$ cat src/rtl/i2c_pkg.sv
`default_nettype none
// ============================================================================
// Module   : i2c_pkg
// Purpose  : Shared FSM state encoding and register map for the I2C target.
// Revision : 1.0  initial release
// ============================================================================
package i2c_pkg;

    typedef enum logic [7:0] {
        ST_IDLE      = 8'd0,
        ST_ADDR      = 8'd1,
        ST_ADDR_ACK  = 8'd2,
        ST_PTR       = 8'd3,
        ST_PTR_ACK   = 8'd4,
        ST_WR_DATA   = 8'd5,
        ST_WR_ACK    = 8'd6,
        ST_RD_DATA   = 8'd7,
        ST_RD_ACK    = 8'd8,
        ST_WAIT_STOP = 8'd9
    } i2c_state_t;

    localparam logic [7:0] REG_TEMP_MSB = 8'h00;
    localparam logic [7:0] REG_TEMP_LSB = 8'h01;
    localparam logic [7:0] REG_STATUS   = 8'h02;
    localparam logic [7:0] REG_CONFIG   = 8'h03;
    localparam logic [7:0] REG_ID       = 8'h0B;

    function automatic logic is_ack_state(input i2c_state_t s);
        return (s == ST_ADDR_ACK) || (s == ST_PTR_ACK) || (s == ST_WR_ACK);
    endfunction

endpackage
`default_nettype wire

$ cat src/rtl/i2c_bus_sync.sv
`default_nettype none
// ============================================================================
// Module   : i2c_bus_sync
// Purpose  : Synchronizes SCL/SDA, flags SCL edges and START/STOP conditions.
// Revision : 1.0  initial release
// ============================================================================
module i2c_bus_sync #(
    parameter int SYNC_STAGES = 2
) (
    input  logic clk,
    input  logic reset,
    input  logic i_scl,
    input  logic i_sda,
    output logic o_sda,
    output logic o_scl_rise,
    output logic o_scl_fall,
    output logic o_start,
    output logic o_stop
);

    logic [SYNC_STAGES-1:0] r_scl_sync;
    logic [SYNC_STAGES-1:0] r_sda_sync;
    logic                   r_scl_q;
    logic                   r_sda_q;
    logic                   w_scl;
    logic                   w_sda;

    // All flops come out of reset at 1 so an idle bus produces no edges.
    always_ff @(posedge clk) begin
        if (reset) begin
            r_scl_sync <= '1;
            r_sda_sync <= '1;
            r_scl_q    <= 1'b1;
            r_sda_q    <= 1'b1;
        end else begin
            r_scl_sync[0] <= i_scl;
            r_sda_sync[0] <= i_sda;
            for (int i = 1; i < SYNC_STAGES; i++) begin
                r_scl_sync[i] <= r_scl_sync[i-1];
                r_sda_sync[i] <= r_sda_sync[i-1];
            end
            r_scl_q <= w_scl;
            r_sda_q <= w_sda;
        end
    end

    assign w_scl      = r_scl_sync[SYNC_STAGES-1];
    assign w_sda      = r_sda_sync[SYNC_STAGES-1];
    assign o_sda      = w_sda;
    assign o_scl_rise = w_scl & ~r_scl_q;
    assign o_scl_fall = ~w_scl & r_scl_q;
    assign o_start    = w_scl & r_scl_q & r_sda_q & ~w_sda;
    assign o_stop     = w_scl & r_scl_q & ~r_sda_q & w_sda;

endmodule
`default_nettype wire

$ cat src/rtl/i2c_target_responder.sv
`default_nettype none
// ============================================================================
// Module   : i2c_target_responder
// Purpose  : I2C target with a small temperature-sensor style register file.
// Revision : 1.0  initial release
// ============================================================================
module i2c_target_responder
    import i2c_pkg::*;
#(
    parameter logic [6:0] DEV_ADDR    = 7'h48,
    parameter logic [7:0] DEVICE_ID   = 8'hCB,
    parameter int         SYNC_STAGES = 2
) (
    input  logic        clk,
    input  logic        reset,
    input  logic        scl_in,
    input  logic        sda_in,
    output logic        sda_oe,
    input  logic [15:0] temp_in,
    output logic [7:0]  config_out,
    output logic        busy,
    output logic [7:0]  state_dbg,
    output logic        ack_dbg
);

    logic w_sda;
    logic w_scl_rise;
    logic w_scl_fall;
    logic w_start;
    logic w_stop;

    i2c_bus_sync #(
        .SYNC_STAGES (SYNC_STAGES)
    ) u_bus_sync (
        .clk        (clk),
        .reset      (reset),
        .i_scl      (scl_in),
        .i_sda      (sda_in),
        .o_sda      (w_sda),
        .o_scl_rise (w_scl_rise),
        .o_scl_fall (w_scl_fall),
        .o_start    (w_start),
        .o_stop     (w_stop)
    );

    i2c_state_t  r_state,    w_state_nxt;
    logic [3:0]  r_bit_cnt,  w_bit_cnt_nxt;
    logic [7:0]  r_shift,    w_shift_nxt;
    logic [7:0]  r_tx,       w_tx_nxt;
    logic [7:0]  r_ptr,      w_ptr_nxt;
    logic [7:0]  r_config,   w_config_nxt;
    logic [15:0] r_snap,     w_snap_nxt;
    logic        r_sda_oe,   w_sda_oe_nxt;
    logic        r_busy,     w_busy_nxt;
    logic        r_nack,     w_nack_nxt;
    logic [7:0]  w_byte;
    logic [7:0]  w_rd_byte;

    // Byte as it will look once the bit on this SCL rise is shifted in.
    assign w_byte = {r_shift[6:0], w_sda};

    always_comb begin
        case (r_ptr)
            REG_TEMP_MSB: w_rd_byte = r_snap[15:8];
            REG_TEMP_LSB: w_rd_byte = r_snap[7:0];
            REG_STATUS:   w_rd_byte = 8'h00;
            REG_CONFIG:   w_rd_byte = r_config;
            REG_ID:       w_rd_byte = DEVICE_ID;
            default:      w_rd_byte = 8'h00;
        endcase
    end

    always_ff @(posedge clk) begin
        if (reset) begin
            r_state   <= ST_IDLE;
            r_bit_cnt <= '0;
            r_shift   <= '0;
            r_tx      <= '0;
            r_ptr     <= '0;
            r_config  <= '0;
            r_snap    <= '0;
            r_sda_oe  <= 1'b0;
            r_busy    <= 1'b0;
            r_nack    <= 1'b0;
        end else begin
            r_state   <= w_state_nxt;
            r_bit_cnt <= w_bit_cnt_nxt;
            r_shift   <= w_shift_nxt;
            r_tx      <= w_tx_nxt;
            r_ptr     <= w_ptr_nxt;
            r_config  <= w_config_nxt;
            r_snap    <= w_snap_nxt;
            r_sda_oe  <= w_sda_oe_nxt;
            r_busy    <= w_busy_nxt;
            r_nack    <= w_nack_nxt;
        end
    end

    always_comb begin
        w_state_nxt   = r_state;
        w_bit_cnt_nxt = r_bit_cnt;
        w_shift_nxt   = r_shift;
        w_tx_nxt      = r_tx;
        w_ptr_nxt     = r_ptr;
        w_config_nxt  = r_config;
        w_snap_nxt    = r_snap;
        w_sda_oe_nxt  = r_sda_oe;
        w_busy_nxt    = r_busy;
        w_nack_nxt    = r_nack;

        if (w_start) begin
            w_state_nxt   = ST_ADDR;
            w_bit_cnt_nxt = '0;
            w_sda_oe_nxt  = 1'b0;
            w_busy_nxt    = 1'b0;
        end else if (w_stop) begin
            w_state_nxt   = ST_IDLE;
            w_bit_cnt_nxt = '0;
            w_sda_oe_nxt  = 1'b0;
            w_busy_nxt    = 1'b0;
        end else begin
            case (r_state)
                ST_ADDR, ST_PTR, ST_WR_DATA: begin
                    if (w_scl_rise && (r_bit_cnt < 4'd8)) begin
                        w_shift_nxt   = w_byte;
                        w_bit_cnt_nxt = r_bit_cnt + 4'd1;
                        // Last bit of a byte commits it; aborted bytes never reach here.
                        if (r_bit_cnt == 4'd7) begin
                            if (r_state == ST_PTR) begin
                                w_ptr_nxt = w_byte;
                            end else if (r_state == ST_WR_DATA) begin
                                if (r_ptr == REG_CONFIG) begin
                                    w_config_nxt = w_byte;
                                end
                                w_ptr_nxt = r_ptr + 8'd1;
                            end
                        end
                    end else if (w_scl_fall && (r_bit_cnt == 4'd8)) begin
                        w_bit_cnt_nxt = '0;
                        if (r_state == ST_ADDR) begin
                            if (r_shift[7:1] == DEV_ADDR) begin
                                w_state_nxt  = ST_ADDR_ACK;
                                w_sda_oe_nxt = 1'b1;
                                w_busy_nxt   = 1'b1;
                                if (r_shift[0]) begin
                                    w_snap_nxt = temp_in;
                                end
                            end else begin
                                w_state_nxt = ST_WAIT_STOP;
                            end
                        end else begin
                            w_state_nxt  = (r_state == ST_PTR) ? ST_PTR_ACK : ST_WR_ACK;
                            w_sda_oe_nxt = 1'b1;
                        end
                    end
                end

                ST_ADDR_ACK, ST_PTR_ACK, ST_WR_ACK: begin
                    if (w_scl_fall) begin
                        w_bit_cnt_nxt = '0;
                        w_sda_oe_nxt  = 1'b0;
                        if (r_state == ST_ADDR_ACK && r_shift[0]) begin
                            w_state_nxt  = ST_RD_DATA;
                            w_tx_nxt     = w_rd_byte;
                            w_sda_oe_nxt = ~w_rd_byte[7];
                        end else if (r_state == ST_ADDR_ACK) begin
                            w_state_nxt = ST_PTR;
                        end else begin
                            w_state_nxt = ST_WR_DATA;
                        end
                    end
                end

                ST_RD_DATA: begin
                    if (w_scl_rise && (r_bit_cnt < 4'd8)) begin
                        w_bit_cnt_nxt = r_bit_cnt + 4'd1;
                    end else if (w_scl_fall) begin
                        if (r_bit_cnt == 4'd8) begin
                            w_state_nxt   = ST_RD_ACK;
                            w_bit_cnt_nxt = '0;
                            w_sda_oe_nxt  = 1'b0;
                            w_ptr_nxt     = r_ptr + 8'd1;
                        end else begin
                            // r_tx[7] is already on the bus; shift the next bit up.
                            w_sda_oe_nxt = ~r_tx[6];
                            w_tx_nxt     = {r_tx[6:0], 1'b0};
                        end
                    end
                end

                ST_RD_ACK: begin
                    if (w_scl_rise) begin
                        w_nack_nxt = w_sda;
                    end else if (w_scl_fall) begin
                        w_bit_cnt_nxt = '0;
                        if (r_nack) begin
                            w_state_nxt  = ST_WAIT_STOP;
                            w_sda_oe_nxt = 1'b0;
                        end else begin
                            w_state_nxt  = ST_RD_DATA;
                            w_tx_nxt     = w_rd_byte;
                            w_sda_oe_nxt = ~w_rd_byte[7];
                        end
                    end
                end

                default: begin
                    w_state_nxt = r_state;
                end
            endcase
        end
    end

    assign sda_oe     = r_sda_oe;
    assign config_out = r_config;
    assign busy       = r_busy;
    assign state_dbg  = r_state;
    assign ack_dbg    = r_sda_oe & is_ack_state(r_state);

endmodule
`default_nettype wire

$ cat config.mk
export PLATFORM = sky130hd
export DESIGN_NAME = i2c_target_responder
export DESIGN_NICKNAME = d
export VERILOG_FILES = /design/src/rtl/i2c_pkg.sv /design/src/rtl/i2c_bus_sync.sv /design/src/rtl/i2c_target_responder.sv
export SDC_FILE = /design/constraint.sdc
export NUM_CORES = 1
export LEC_CHECK = 0
export CAP_MARGIN = 10
export CORE_AREA = 2 2 77 79
export DETAILED_ROUTE_END_ITERATION = 8
export DIE_AREA = 0 0 79 81
export DONT_BUFFER_PORTS = 1
export PLACE_DENSITY = 0.84
export SLEW_MARGIN = 20
export SYNTH_ARGS = -nofsm -noshare
export SYNTH_HDL_FRONTEND = slang
export SYNTH_SLANG_ARGS = --single-unit
export TNS_END_PERCENT = 20
$ cat constraint.sdc
create_clock -name clk -period 2.4 [get_ports clk]
set_input_delay 0.48 -clock clk [delete_from_list [all_inputs] [get_ports clk]]
set_output_delay 0.48 -clock clk [all_outputs]
set_load 0.02 [all_outputs]
==> flow_summary.json <==
{
  "synth_top_area_share_pct": 39.77,
  "cp_cell_sequence": "or3b_1 > nor4_1 > o311ai_2 > or3_1 > a31oi_1",
  "setup_tns_ps": 0,
  "yosysTopAreaCell": "dfxtp_1",
  "antenna_cells": 0,
  "grt_setup_unrepaired": "no",
  "cts_htree_levels": 3,
  "hold_class": "in -> reg",
  "p_clk_share_pct": 46.7,
  "grt_pass1_vias": 2678,
  "num_rows": 28,
  "critPathKind": "reg -> reg",
  "arrival_ps": 2500,
  "yosysUniqueCellTypes": 64,
  "core_area_um2": 5675,
  "vias_per_cell": 6.284,
  "finalCritPeriodShare_pct": 92.67,
  "clock_path_buffers": 2,
  "yosysMostFrequentCell": "dfxtp_1",
  "critPathBufInv": 0,
  "layout-drive-gt1-share_pct": 13.71,
  "cts_buffers": 9,
  "outcome": "finished, final reports clean",
  "placed_area_um2": 3303,
  "r2r-start": "u_bus_sync.r_scl_sync[1]$_SDFF_PP1_",
  "synthToLayoutAreaGrowth_pct": 9.087,
  "synthAdderAreaFrac_pct": 2.252,
  "ir_drop_mv": 0.4405,
  "netlist_area_um2": 3222,
  "hold_violations": 0,
  "post-route-drc-count": 0,
  "grt_use_total_pct": 25.78,
  "wl_per_cell_um": 16.69,
  "fillers": 492,
  "required_ps": 2680,
  "initial_utilization_pct": 56.77,
  "design_area_um2": 3515,
  "multiInputGateArea_um2": 1789,
  "nets": 414,
  "cts-root-buf": "clkbuf_8",
  "grt_pass1_wl_mm": 12.83,
  "end_kind": "register",
  "final_core_util_pct": 61.93,
  "netlist_instances": 389,
  "synth_compound_area_share_pct": 18.49,
  "slew_headroom_pct": 36.75,
  "fmax_ghz": 0.4496,
  "pwr-share-seq_pct": 51.9,
  "grt_start_max_net_pins": 58,
  "yosys.area_share.simple_pct": 27.77,
  "synth_mux_area_share_pct": 5.592,
  "cts_sinks": 64,
  "ant_nets": 0,
  "p_int_mw": 1.566,
  "synth_warnings": 0,
  "path_clk_slew_ps": 80,
  "sw_frac_of_total_pct": 24.14,
  "ff2ff_path_depth": 5,
  "cts_tree": "built",
  "yosysSeqAreaShare_pct": 39.77,
  "p_sw_mw": 0.4984,
  "die_h_um": 81,
  "gp_congestion": 1.070,
  "drt-total-wl_mm": 7.829,
  "hold_start": "reset",
  "tightest_slew_ps": 942.4,
  "hold_end": "state_dbg[0]$_SDFFE_PP0P_",
  "cp_max_fo": 9,
  "ios": 39,
  "power_leakage_nw": 1.189,
  "drtPass1Iterations": 7,
  "drt_iter0_drc": 289,
  "crit_path_max_incr_delay_ps": 460,
  "ys_ff_latch": 64,
  "pwr-share-comb_pct": 1.4,
  "critPathTopFamily": "simple AND/OR/NAND/NOR gates",
  "synth_flop_cell": "dfxtp_1",
  "rrSetupSlack_ps": 180,
  "die_area_um2": 6399,
  "grt_antenna_before_repair": 0,
  "synth_top_family_by_area": "simple AND/OR/NAND/NOR gates",
  "finalSetupViolations": 0,
  "hold_depth": 1,
  "maxCapViolCount": 0,
  "skew_ps": 11.95,
  "place_hpwl_mm": 5.405,
  "final-seq-area_um2": 1281,
  "maxSlewViolCount": 0,
  "avgSynthCellArea_um2": 8.282,
  "cpMaxStageDelayCell": "dfxtp_1",
  "die_x_um": 79,
  "ys_top_cells_by_count": "dfxtp_1 (64), nand2_1 (48), a21oi_1 (38)",
  "clk-insertion-delay-late_ps": 360,
  "via_count": 2947,
  "synthArstFlopShare_pct": 0,
  "synth-edff-count": 0,
  "period_minus_slack_ps": 2224,
  "critPathLaunchType": "register",
  "synth_area_leaders": "dfxtp_1 (40%), a21oi_1 (5.9%), mux2i_1 (5.6%)",
  "timing.rr.end": "r_ptr[0]$_SDFFE_PP0P_",
  "io_buffer_count": 0,
  "grt_overflow": 0,
  "synth-xor-area-share_pct": 0.5437,
  "p_per_area_nw_per_um2": 587.3
}
flip-flops by register name, summed over array words and instances, names as in the netlist:
| name | count |
|---|---|
| busy | 1 |
| config_out | 8 |
| r_bit_cnt | 4 |
| r_nack | 1 |
| r_ptr | 8 |
| r_shift | 8 |
| r_snap | 16 |
| r_tx | 7 |
| sda_oe | 1 |
| state_dbg | 4 |
| u_bus_sync.r_scl_q | 1 |
| u_bus_sync.r_scl_sync | 2 |
| u_bus_sync.r_sda_q | 1 |
| u_bus_sync.r_sda_sync | 2 |
cell type report:
| type | instances | share of cell area, % |
|---|---|---|
| clock inverter | 7 | 2.278 |
| multi-input combinational | 289 | 50.91 |
| tap | 75 | 2.670 |
| sequential | 64 | 36.45 |
| inverter | 11 | 1.175 |
| timing repair buffer | 14 | 2.990 |
| clock buffer | 9 | 3.524 |
per-layer routing:
metal / wire length, um / GRT usage (%) / vias to the layer above
met4: 269 / 13.10 / 0
met1: 3270 / 33.70 / 1358
li1: - / - / 1395
met3: 689 / 5.889 / 26
met2: 3599 / 40.08 / 168
met5: 0 / 0 / -
how the worst max path moves through the flow:
stage,depth (start not counted),startpoint,to,slack (ps)
2_1_floorplan,6,r_ptr[6]$_SDFFE_PP0P_,config_out[0]$_SDFFE_PP0P_,380
3_5_place_dp,6,r_ptr[6]$_SDFFE_PP0P_,config_out[0]$_SDFFE_PP0P_,210
6_report,5,u_bus_sync.r_scl_sync[1]$_SDFF_PP1_,r_ptr[0]$_SDFFE_PP0P_,180
5_1_grt,5,state_dbg[0]$_SDFFE_PP0P_,r_snap[12]$_SDFFE_PP0P_,60
4_1_cts,6,r_ptr[6]$_SDFFE_PP0P_,config_out[4]$_SDFFE_PP0P_,200
3_3_place_gp,6,r_ptr[6]$_SDFFE_PP0P_,config_out[7]$_SDFFE_PP0P_,270
worst register-to-register path: stages, from the launching register on:
cell      delay (ps)
dfxtp_1          460
or3b_1           440
nor4_1           450
o311ai_2         250
or3_1            390
a31oi_1          170
through the flow:
stage	power [mW]	hold WS [ps]	instances	worst slack [ps]
after floorplan	1.136	389.5	392	375.3
after global routing	2.123	187.0	469	58.53
final	2.064	201.1	469	176.0
after detailed placement	1.124	396.9	453	209.5
after global placement	1.123	392.6	453	266.5
after CTS	2.064	184.0	469	196.6
power groups by stage:
stage | registers [mW] | clock network (mW) | logic (mW)
2_1_floorplan | 1.09 | 0 | 0.0433
3_3_place_gp | 1.10 | 0 | 0.0281
3_5_place_dp | 1.10 | 0 | 0.0285
4_1_cts | 1.07 | 0.965 | 0.0286
5_1_grt | 1.07 | 1.02 | 0.0325
6_report | 1.07 | 0.964 | 0.0295
cells by family after synthesis:
logic type | count (synthesis)
simple gates | 166
compound gates | 93
flops | 64
buf+inv | 39
mux | 18
fa+ha+maj | 6
xor+xnor | 2
other cells | 1
repair_timing:
action                     CTS  global route
setup endpoints to repair    0             4
gates resized for setup      0             1
buffers inserted             0             0
hold buffers                 0             0
layout by cell type, fill, tap and decap left out, drive strengths merged, types with 2 or more instances in the layout:
cell type,n
a31oi,4
a21oi,38
nand3,9
o21ai,17
or2,13
clkinv,3
clkbuf,9
nand4,2
nor3b,3
or4,2
a311oi,3
clkinvlp,2
dfxtp,64
nand2b,7
a222oi,6
o32ai,2
conb,4
nor3,13
a211oi,8
inv,12
nor4b,3
buf,14
nor2b,5
ha,5
nor2,37
o221ai,2
or3,4
nand3b,2
and3,4
nor4,5
mux2i,18
or3b,2
a221oi,4
a22oi,3
nand2,48
(Power assumes the default switching activity.)
